### config.mk
export PLATFORM = sky130hd
export DESIGN_NAME = sp_multiplier_seq
export DESIGN_NICKNAME = d
export VERILOG_FILES = /design/src/rtl/sp_multiplier_seq.sv
export SDC_FILE = /design/constraint.sdc
export NUM_CORES = 1
export LEC_CHECK = 0
export BUFFER_PORTS_ARGS = -buffer_cell sky130_fd_sc_hd__buf_2
export CORE_MARGIN = 2
export CORE_UTILIZATION = 40
export CTS_CLUSTER_DIAMETER = 100
export DETAILED_ROUTE_END_ITERATION = 16
export PLACE_DENSITY_LB_ADDON = 0.2
export SYNTH_ARGS = -nofsm -noshare
export SYNTH_HDL_FRONTEND = slang
export SYNTH_SLANG_ARGS = --single-unit
export TNS_END_PERCENT = 20
### constraint.sdc
create_clock -name clk -period 5.5 [get_ports clk]
set_input_delay 0.825 -clock clk [delete_from_list [all_inputs] [get_ports clk]]
set_output_delay 0.825 -clock clk [all_outputs]
set_load 0.02 [all_outputs]
### src/rtl/sp_multiplier_seq.sv
// Iterative IEEE-754 single-precision multiplier with start/done handshake,
// 24-step shift-and-add mantissa product and all five RISC-V rounding modes.
module sp_multiplier_seq #(
    parameter int          MUL_BITS = 24,
    parameter logic [31:0] QNAN     = 32'h7FC00000
) (
    input  logic        clk,
    input  logic        rst,
    input  logic        start,
    input  logic [31:0] operand_a,
    input  logic [31:0] operand_b,
    input  logic [2:0]  rounding_mode,
    output logic [31:0] result,
    output logic        busy,
    output logic        done,
    output logic        flag_invalid,
    output logic        flag_overflow,
    output logic        flag_underflow,
    output logic        flag_inexact
);

    typedef enum logic [2:0] {
        IDLE, SPECIAL, NORMALIZE, MULT, ALIGN, ROUND, PACK, DONE
    } state_t;

    state_t             state;
    logic [31:0]        op_a, op_b;
    logic [2:0]         rm;
    logic               sign;
    logic [23:0]        man_a, man_b, mant;
    logic signed [9:0]  exp;
    logic [47:0]        acc;
    logic [4:0]         cnt;
    logic               g, r, s;
    logic               tiny, align_shift, inexact_r, shifted_out;

    logic [7:0]  ea, eb, ea_eff, eb_eff;
    logic [22:0] fa, fb;
    logic        a_nan, b_nan, a_inf, b_inf, a_zero, b_zero;

    assign ea     = op_a[30:23];
    assign eb     = op_b[30:23];
    assign fa     = op_a[22:0];
    assign fb     = op_b[22:0];
    assign ea_eff = (ea == 8'd0) ? 8'd1 : ea;
    assign eb_eff = (eb == 8'd0) ? 8'd1 : eb;
    assign a_nan  = (ea == 8'hFF) && (fa != 23'd0);
    assign b_nan  = (eb == 8'hFF) && (fb != 23'd0);
    assign a_inf  = (ea == 8'hFF) && (fa == 23'd0);
    assign b_inf  = (eb == 8'hFF) && (fb == 23'd0);
    assign a_zero = (ea == 8'd0) && (fa == 23'd0);
    assign b_zero = (eb == 8'd0) && (fb == 23'd0);

    // Pick the 24 significant product bits and their guard/round/sticky tail.
    logic [23:0]       norm_mant;
    logic              norm_g, norm_r, norm_s;
    logic signed [9:0] norm_exp;

    always_comb begin
        norm_mant = acc[46:23];
        norm_g    = acc[22];
        norm_r    = acc[21];
        norm_s    = |acc[20:0];
        norm_exp  = exp;
        if (acc[47]) begin
            norm_mant = acc[47:24];
            norm_g    = acc[23];
            norm_r    = acc[22];
            norm_s    = |acc[21:0];
            norm_exp  = exp + 10'sd1;
        end
    end

    logic        inexact, round_up;
    logic [24:0] rounded;

    always_comb begin
        inexact  = g | r | s;
        round_up = 1'b0;
        case (rm)
            3'b000:  round_up = g & (mant[0] | r | s);
            3'b010:  round_up = inexact & sign;
            3'b011:  round_up = inexact & ~sign;
            3'b100:  round_up = g;
            default: round_up = 1'b0;
        endcase
        rounded = {1'b0, mant} + {24'd0, round_up};
    end

    logic overflow_to_inf;

    always_comb begin
        overflow_to_inf = (rm == 3'b000) || (rm == 3'b100) ||
                          ((rm == 3'b011) && !sign) || ((rm == 3'b010) && sign);
    end

    // Whole control path and registered outputs live in one sequential block.
    always_ff @(posedge clk) begin
        if (rst) begin
            state          <= IDLE;
            result         <= 32'd0;
            busy           <= 1'b0;
            done           <= 1'b0;
            flag_invalid   <= 1'b0;
            flag_overflow  <= 1'b0;
            flag_underflow <= 1'b0;
            flag_inexact   <= 1'b0;
            op_a           <= 32'd0;
            op_b           <= 32'd0;
            rm             <= 3'd0;
            sign           <= 1'b0;
            man_a          <= 24'd0;
            man_b          <= 24'd0;
            mant           <= 24'd0;
            exp            <= 10'sd0;
            acc            <= 48'd0;
            cnt            <= 5'd0;
            g              <= 1'b0;
            r              <= 1'b0;
            s              <= 1'b0;
            tiny           <= 1'b0;
            align_shift    <= 1'b0;
            inexact_r      <= 1'b0;
            shifted_out    <= 1'b0;
        end else begin
            done <= 1'b0;
            case (state)
                IDLE: begin
                    if (start) begin
                        op_a           <= operand_a;
                        op_b           <= operand_b;
                        rm             <= rounding_mode;
                        flag_invalid   <= 1'b0;
                        flag_overflow  <= 1'b0;
                        flag_underflow <= 1'b0;
                        flag_inexact   <= 1'b0;
                        busy           <= 1'b1;
                        state          <= SPECIAL;
                    end
                end
                SPECIAL: begin
                    sign <= op_a[31] ^ op_b[31];
                    if (a_nan || b_nan || (a_inf && b_zero) || (b_inf && a_zero)) begin
                        result       <= QNAN;
                        flag_invalid <= 1'b1;
                        done         <= 1'b1;
                        state        <= DONE;
                    end else if (a_inf || b_inf) begin
                        result <= {op_a[31] ^ op_b[31], 8'hFF, 23'd0};
                        done   <= 1'b1;
                        state  <= DONE;
                    end else if (a_zero || b_zero) begin
                        result <= {op_a[31] ^ op_b[31], 31'd0};
                        done   <= 1'b1;
                        state  <= DONE;
                    end else begin
                        man_a <= {ea != 8'd0, fa};
                        man_b <= {eb != 8'd0, fb};
                        exp   <= $signed({2'b00, ea_eff}) + $signed({2'b00, eb_eff}) - 10'sd127;
                        state <= NORMALIZE;
                    end
                end
                NORMALIZE: begin
                    if (!man_a[23]) begin
                        man_a <= man_a << 1;
                        exp   <= exp - 10'sd1;
                    end else if (!man_b[23]) begin
                        man_b <= man_b << 1;
                        exp   <= exp - 10'sd1;
                    end else begin
                        acc   <= 48'd0;
                        cnt   <= 5'd0;
                        state <= MULT;
                    end
                end
                MULT: begin
                    if (man_b[cnt])
                        acc <= acc + ({24'd0, man_a} << cnt);
                    if (cnt == 5'(MUL_BITS - 1)) begin
                        align_shift <= 1'b0;
                        state       <= ALIGN;
                    end else begin
                        cnt <= cnt + 5'd1;
                    end
                end
                ALIGN: begin
                    // Subnormal results are denormalised one bit per cycle.
                    if (align_shift) begin
                        mant <= mant >> 1;
                        g    <= mant[0];
                        r    <= g;
                        s    <= s | r;
                        exp  <= exp + 10'sd1;
                        if ((exp == 10'sd0) || (mant[23:1] == 23'd0)) begin
                            align_shift <= 1'b0;
                            state       <= ROUND;
                        end
                    end else begin
                        mant <= norm_mant;
                        g    <= norm_g;
                        r    <= norm_r;
                        s    <= norm_s;
                        exp  <= norm_exp;
                        tiny <= (norm_exp < 10'sd1);
                        if (norm_exp < 10'sd1)
                            align_shift <= 1'b1;
                        else
                            state <= ROUND;
                    end
                end
                ROUND: begin
                    inexact_r   <= inexact;
                    shifted_out <= (mant == 24'd0);
                    if (rounded[24]) begin
                        mant <= rounded[24:1];
                        exp  <= exp + 10'sd1;
                    end else begin
                        mant <= rounded[23:0];
                    end
                    state <= PACK;
                end
                PACK: begin
                    if (shifted_out) begin
                        result         <= {sign, 31'd0};
                        flag_underflow <= 1'b1;
                        flag_inexact   <= 1'b1;
                    end else if (exp > 10'sd254) begin
                        result        <= overflow_to_inf ? {sign, 8'hFF, 23'd0} : {sign, 31'h7F7FFFFF};
                        flag_overflow <= 1'b1;
                        flag_inexact  <= 1'b1;
                    end else begin
                        result         <= {sign, mant[23] ? exp[7:0] : 8'h00, mant[22:0]};
                        flag_inexact   <= inexact_r;
                        flag_underflow <= tiny & inexact_r;
                    end
                    done  <= 1'b1;
                    state <= DONE;
                end
                DONE: begin
                    busy  <= 1'b0;
                    state <= IDLE;
                end
                default: begin
                    busy  <= 1'b0;
                    state <= IDLE;
                end
            endcase
        end
    end

endmodule

==> metrics.txt, run 1 <==
Mean Syn Cell Area=7.45 sq um; Die Area=42900 sq um; Die Y=207 microns; clk buf depth=3; number of diodes=0; fin area=18300 sq um; Hold Path Sink=result[4]; Nets=2336; CP top delay family=compound AO/OA/AOI/OAI gates; setup TNS=0 ps; CP max stage delay=550 ps; f_max=0.211 GHz; CP dominant cell by count=o21ai_0; CP Cell Sequence=buf_12 > mux2_2 > o21ai_0 > o21ai_0 > o21ai_0 > o22ai_1 > ha_1 > nand2_1 > a2111oi_2 > a211o_2 > a31oi_2 > o31ai_4 > a2111oi_2 > or3_1 > a211o_1 > a31oi_1; Area contributors post-synth=dfxtp_1 30%, a21oi_1 8.5%, nand2_1 7.1%; drt total wl=49.7 mm; Crit Path Class=reg2reg; Clock Pin Slew Worst Setup and Hold Paths=60 ps; antenna violations before repair=1; Worst EP required=5990 ps; antenna viol nets, final=0; largest family of logic cells by synthesized area=compound AO/OA/AOI/OAI gates; root buffer cell=clkbuf_16; cell taking the most area after synthesis=dfxtp_1; postcts setup bufs=0; area delta synth->final=10.8%; Async SR Flop Fraction=0%; layout cells sized above 1=11.3%; Syn Inst Count=2218; DIE WIDTH=207 microns; synthesized-area fraction occupied by and/or/nand/nor cells=24.3%; fin crit period=4730 ps; Compound-Gate Fraction of Synth Area=24.3%; worst hold stages=2; number of synthesized flops with an enable pin=0; worst hold margin=443 ps; port buffer count=107; Yosys reg bits=251; 1st-iter DRT viols=1196; placed cells=2693; worst skew pair latency=580 ps; H-tree depth=1; worst-path maximum fanout=33; Worst Tran Pin Value=1080 ps; period utilization=86.0%; crit end category=flip-flop; Crit-path slowest cell=dfxtp_1; top-level I/O count=108; Placement Rows=74; Power Total=8.22 mW; worst r2r dst=acc[47]; via/cell ratio=5.77; Setup crit start=cnt[1]; Reg-to-Reg Start=cnt[1]; first-pass GRT wire length=80.4 mm; total gr overflow=0; Worst EP arrival=5220 ps; area share of the largest cell type after synthesis=30.4%; r2r worst-path depth=16; most common cell in the netlist=nand2_1; register area share after synthesis=30.4%; static leakage=6.75 nW; HP Start=result[4]; Initial Util=40.4%; CTS tree=yes; post-synthesis mux area share=7.01%; vias in the first global route=14761; DR pass1 iterations=5; hold crit path type=reg2reg; fin. max-slew vios=0; Post-synth top cells=314 x nand2_1, 279 x a21oi_1, 251 x dfxtp_1; unrepaired setup endpoints after global routing=no; # setup viols final=0; placed standard-cell area=17200 sq um; WP buf/inv=1; post_cts resized=0; Netlist cell types=84; Final Non-Filler Cells=2747; startpoint class of the critical path=flip-flop; largest net degree at the start of global routing=109; clock skew=10.4 ps; via count=15842; xor/xnor share of the synthesized area=3.13%; status=finished, final reports clean; Worst VDD drop=340 uV; Primary FF master, synth=dfxtp_1; Mapped Area=16500 sq um; GRT Util Overall=22.3%; Num CTS Buffers=31; Adder-Cell Fraction of Synth Area=5.55%; Ys Warns=0; Hold Vio Cnt, Final=0; Syn Nets=2360; hold_buf cts=0; # DRC=0; dpl hpwl=36.0 mm; Avg WL per Cell=18.1 microns; clock sink total=251; maxcap violations=0; reg2reg setup slack=770 ps; CORE AREA=40800 sq um; Max-slew headroom=28.1%; Cell Pwr Density=449 nW/um^2; Placer Congestion=0.917
==> worst register-to-register path: stages (launching register included) <==
cell and delay [ps]:
dfxtp_1 550, buf_12 260, mux2_2 380, o21ai_0 280, o21ai_0 160, o21ai_0 280, o22ai_1 150, ha_1 470
nand2_1 200, a2111oi_2 330, a211o_2 160, a31oi_2 70, o31ai_4 390, a2111oi_2 130, or3_1 390, a211o_1 270
a31oi_1 170
==> metrics by stage <==
| step | worst slack, ps | util, % |
|---|---|---|
| 2_1_floorplan | 968 | - |
| 3_3_place_gp | 881 | 42.1 |
| 3_5_place_dp | 830 | 42.1 |
| 4_1_cts | 805 | 44.8 |
| 5_1_grt | 234 | 44.8 |
| 6_report | 769 | 44.8 |
==> state kept, by name, indices dropped and copies added (netlist names), 3 cells and up <==
signal,cells
op_b,32
man_b,24
result,32
acc,48
rm,3
exp,10
man_a,24
cnt,5
state,3
mant,24
op_a,32
==> kinds of logic after synthesis <==
family	Yosys count
multiplexers	96
XOR/XNOR	59
AO/OA/AOI/OAI	662
buffers and inverters	219
flip-flops	251
adder cells (fa/ha/maj)	72
AND/OR/NAND/NOR	859
==> worst max-delay path by stage <==
stage                    to  slack (ps)  cells after the start
finish              acc[47]         770                     16
global route        acc[44]         230                     19
CTS                 acc[47]         800                     15
detailed placement  acc[47]         830                     15
global placement    acc[47]         880                     14
floorplan           acc[47]         970                     18
==> cell type report <==
class / instances / area (sq um)
Clock buffer: 43 / 921
Clock inverter: 11 / 174
Fill cell: 4164 / 22500
Inverter: 31 / 116
Multi-Input combinational cell: 1748 / 10600
Sequential cell: 251 / 5030
Tap cell: 532 / 666
Timing Repair Buffer: 131 / 747
==> report_power, final <==
group,leakage [nW],total [mW],switching (mW),internal [mW]
clock,0.536,2.18,0.832,1.35
combinational,4.17,3.32,2.07,1.25
sequential,2.04,2.72,0.517,2.21
==> cells in the final DEF, fill, tap and decap left out, drive strengths merged, types with 37 or more instances in the layout <==
cell type,count
buf,131
clkbuf,43
nand2,315
dfxtp,251
a211oi,64
nor2,247
ha,70
nor3b,46
a21oi,281
mux2i,65
nand4,37
nor3,42
o21ai,139
==> metal layers <==
metal | global-route usage, % | vias to the layer above | share of wire, %
met2 | 35.5 | 398 | 45
met1 | 31.5 | 7429 | 47
li1 | - | 7938 | -
met4 | 6.45 | 2 | 2.6
met5 | 0 | - | 0.026
met3 | 2.79 | 75 | 4.8
No activity file was read; power rests on OpenSTA's default activity.
==> run 2: changes to the inputs <==
--- a/config.mk
+++ b/config.mk
@@ -6,7 +6,7 @@
 export NUM_CORES = 1
 export LEC_CHECK = 0
 export BUFFER_PORTS_ARGS = -buffer_cell sky130_fd_sc_hd__buf_2
-export CORE_MARGIN = 2
+export CORE_MARGIN = 10
 export CORE_UTILIZATION = 40
 export CTS_CLUSTER_DIAMETER = 100
 export DETAILED_ROUTE_END_ITERATION = 16
==> run 2 against run 1 <==
Combinational power about the same. Critical path depth down 1. Sequential power about the same. Clock skew up 4.1 ps. Critical path type unchanged. First-iteration DRC count up 27%. Register-to-register slack worse by 70 ps. Clock-buffer cell count down 3. Global-route usage down 3.0 points. Final cell count up 0.11%. Wire length up 1.1%. Via count down 0.34%.
==> metrics.txt, run 2 (same netlist as run 1, synthesis figures left out) <==
area delta synth->final=10.5%; CTS tree=yes; Worst VDD drop=256 uV (-25%); setup TNS=0 ps (unchanged); via/cell ratio=5.74 (-0.45%); Max-slew headroom=29.7% (+1.7 points); Avg WL per Cell=18.3 microns (+1.0%); Nets=2339 (+0.13%); maxcap violations=0 (unchanged); root buffer cell=clkbuf_16; clock skew=14.5 ps (+4.12 ps); total gr overflow=0 (unchanged); hold_buf cts=0 (unchanged); Worst Tran Pin Value=1050 ps (-27.2 ps); worst hold margin=444 ps (+0.0690 ps); clock share of power=25.6% (-0.9 points); fin crit period=4800 ps (+67.3 ps); hold crit path type=reg2reg; Cell Pwr Density=446 nW/um^2 (-0.77%); Switching Share=41.9% (+0.29 points); r2r worst-path depth=15 (-1); clock sink total=251 (unchanged); crit end category=flip-flop; Reg-to-Reg Start=cnt[0]; # setup viols final=0 (unchanged); top-level I/O count=108 (unchanged); Worst EP arrival=5290 ps (+70 ps); antenna violations before repair=1 (unchanged); clk buf depth=3 (unchanged); first-pass GRT wire length=81.3 mm (+1.1%); number of diodes=0 (unchanged); f_max=0.208 GHz (-1.4%); Worst EP required=5990 ps (about the same); Clock Pin Slew Worst Setup and Hold Paths=60 ps (about the same); largest net degree at the start of global routing=101 (-7.3%); most frequent cells in the layout=313 x nand2_1, 279 x a21oi_1, 247 x dfxtp_1; startpoint class of the critical path=flip-flop; worst-path maximum fanout=25 (-24%); Biggest register=acc; Num CTS Buffers=30 (-3.2%); Final Non-Filler Cells=2750 (+0.11%); fin area=18200 sq um (-0.33%); fin. max-slew vios=0 (unchanged); H-tree depth=1 (unchanged); DR top layer=met5; worst r2r dst=acc[47]; Psw=3.41 mW (-0.42%); static leakage=6.72 nW (-0.35%); Hold Vio Cnt, Final=0 (unchanged); antenna viol nets, final=0 (unchanged); internal cell power=4.73 mW (-1.6%); reg2reg setup slack=700 ps (-70 ps); Setup crit start=cnt[0]; drt total wl=50.3 mm (+1.1%); Die Y=223 microns (+7.7%); Power Total=8.13 mW (-1.1%); # DRC=0 (unchanged); Placement Rows=74 (unchanged); vias in the first global route=15019 (+1.7%); DIE WIDTH=223 microns (+7.7%); CORE AREA=40800 sq um (unchanged); period utilization=87.2% (+1.2 points); port buffer count=107 (unchanged); WL met3=2.47 mm (+4.2%); Placer Congestion=0.926 (+0.98%); worst skew pair latency=580 ps (about the same); status=finished, final reports clean; unrepaired setup endpoints after global routing=no; post-route met1 wirelength=23.7 mm (+0.29%); placed cells=2697 (+0.15%); metal2 WL=22.8 mm (+1.2%); Crit Path Class=reg2reg; GRT Util Overall=19.3% (-3.0 points); Initial Util=40.4% (unchanged); dpl hpwl=36.6 mm (+1.9%); combinational fraction of design power=41.1% (+0.8 points); crit path to=acc[47]; commonest non-fill, non-tap cell in the layout=nand2_1; placed standard-cell area=17200 sq um (about the same); postcts setup bufs=0 (unchanged); 1st-iter DRT viols=1520 (+27%); DR pass1 iterations=5 (unchanged); via count=15788 (-0.34%); post_cts resized=0 (unchanged); Die Area=49800 sq um (+16%); layout cells sized above 1=11.2% (-0.11 points); Reg power frac=33.3% (+0.2 points); max reg flops=48 (unchanged)
[run 2: metal layers]
layer	vias up	GRT usage, %
li1	7937	-
met1	7374	26.0
met2	394	30.9
met3	81	3.07
met4	2	5.86
met5	-	0
[run 2: power by group through the flow]
stage	registers [mW]	logic (mW)	clock network, mW
global placement	2.73	3.28	0
detailed placement	2.74	3.31	0
finish	2.71	3.34	2.08
global route	2.77	3.74	2.20
CTS	2.70	3.33	2.14
floorplan	2.49	2.66	0
[run 2: cell type report]
| cell class | instances | area [sq um] |
|---|---|---|
| flip-flops and latches | 251 | 5030 |
| fillers | 4160 | 22600 |
| well taps | 532 | 666 |
| repair buffers | 135 | 752 |
| multi-input cells | 1748 | 10600 |
| clock inverters | 13 | 210 |
| clock buffers | 40 | 818 |
| inverters | 31 | 116 |
[run 2: worst min path at each step]
stage	from	end	slack, ps	cells after the start
3_5_place_dp	result[12]	result[12]	440	2
3_3_place_gp	result[16]	result[16]	430	2
2_1_floorplan	rm[0]	rm[0]	440	2
6_report	result[12]	result[12]	440	2
5_1_grt	operand_a[15]	op_a[15]	470	3
4_1_cts	result[12]	result[12]	450	2
[run 2: per-stage QoR]
step	setup WS, ps	util [%]
3_5_place_dp	753	42.2
3_3_place_gp	851	42.2
5_1_grt	244	44.7
2_1_floorplan	968	-
6_report	701	44.7
4_1_cts	726	44.7
[run 2: critical path, cell delays in order, from the launching register on]
cell	delay (ps)
dfxtp_2	690
mux4_2	590
mux2i_1	240
nor2_1	60
a31oi_1	240
nor2_1	110
ha_1	380
a21oi_1	370
a2111oi_2	140
a211o_2	330
a31oi_2	370
o31ai_4	160
a2111oi_2	360
o21ai_0	180
a211o_1	310
a31oi_1	170
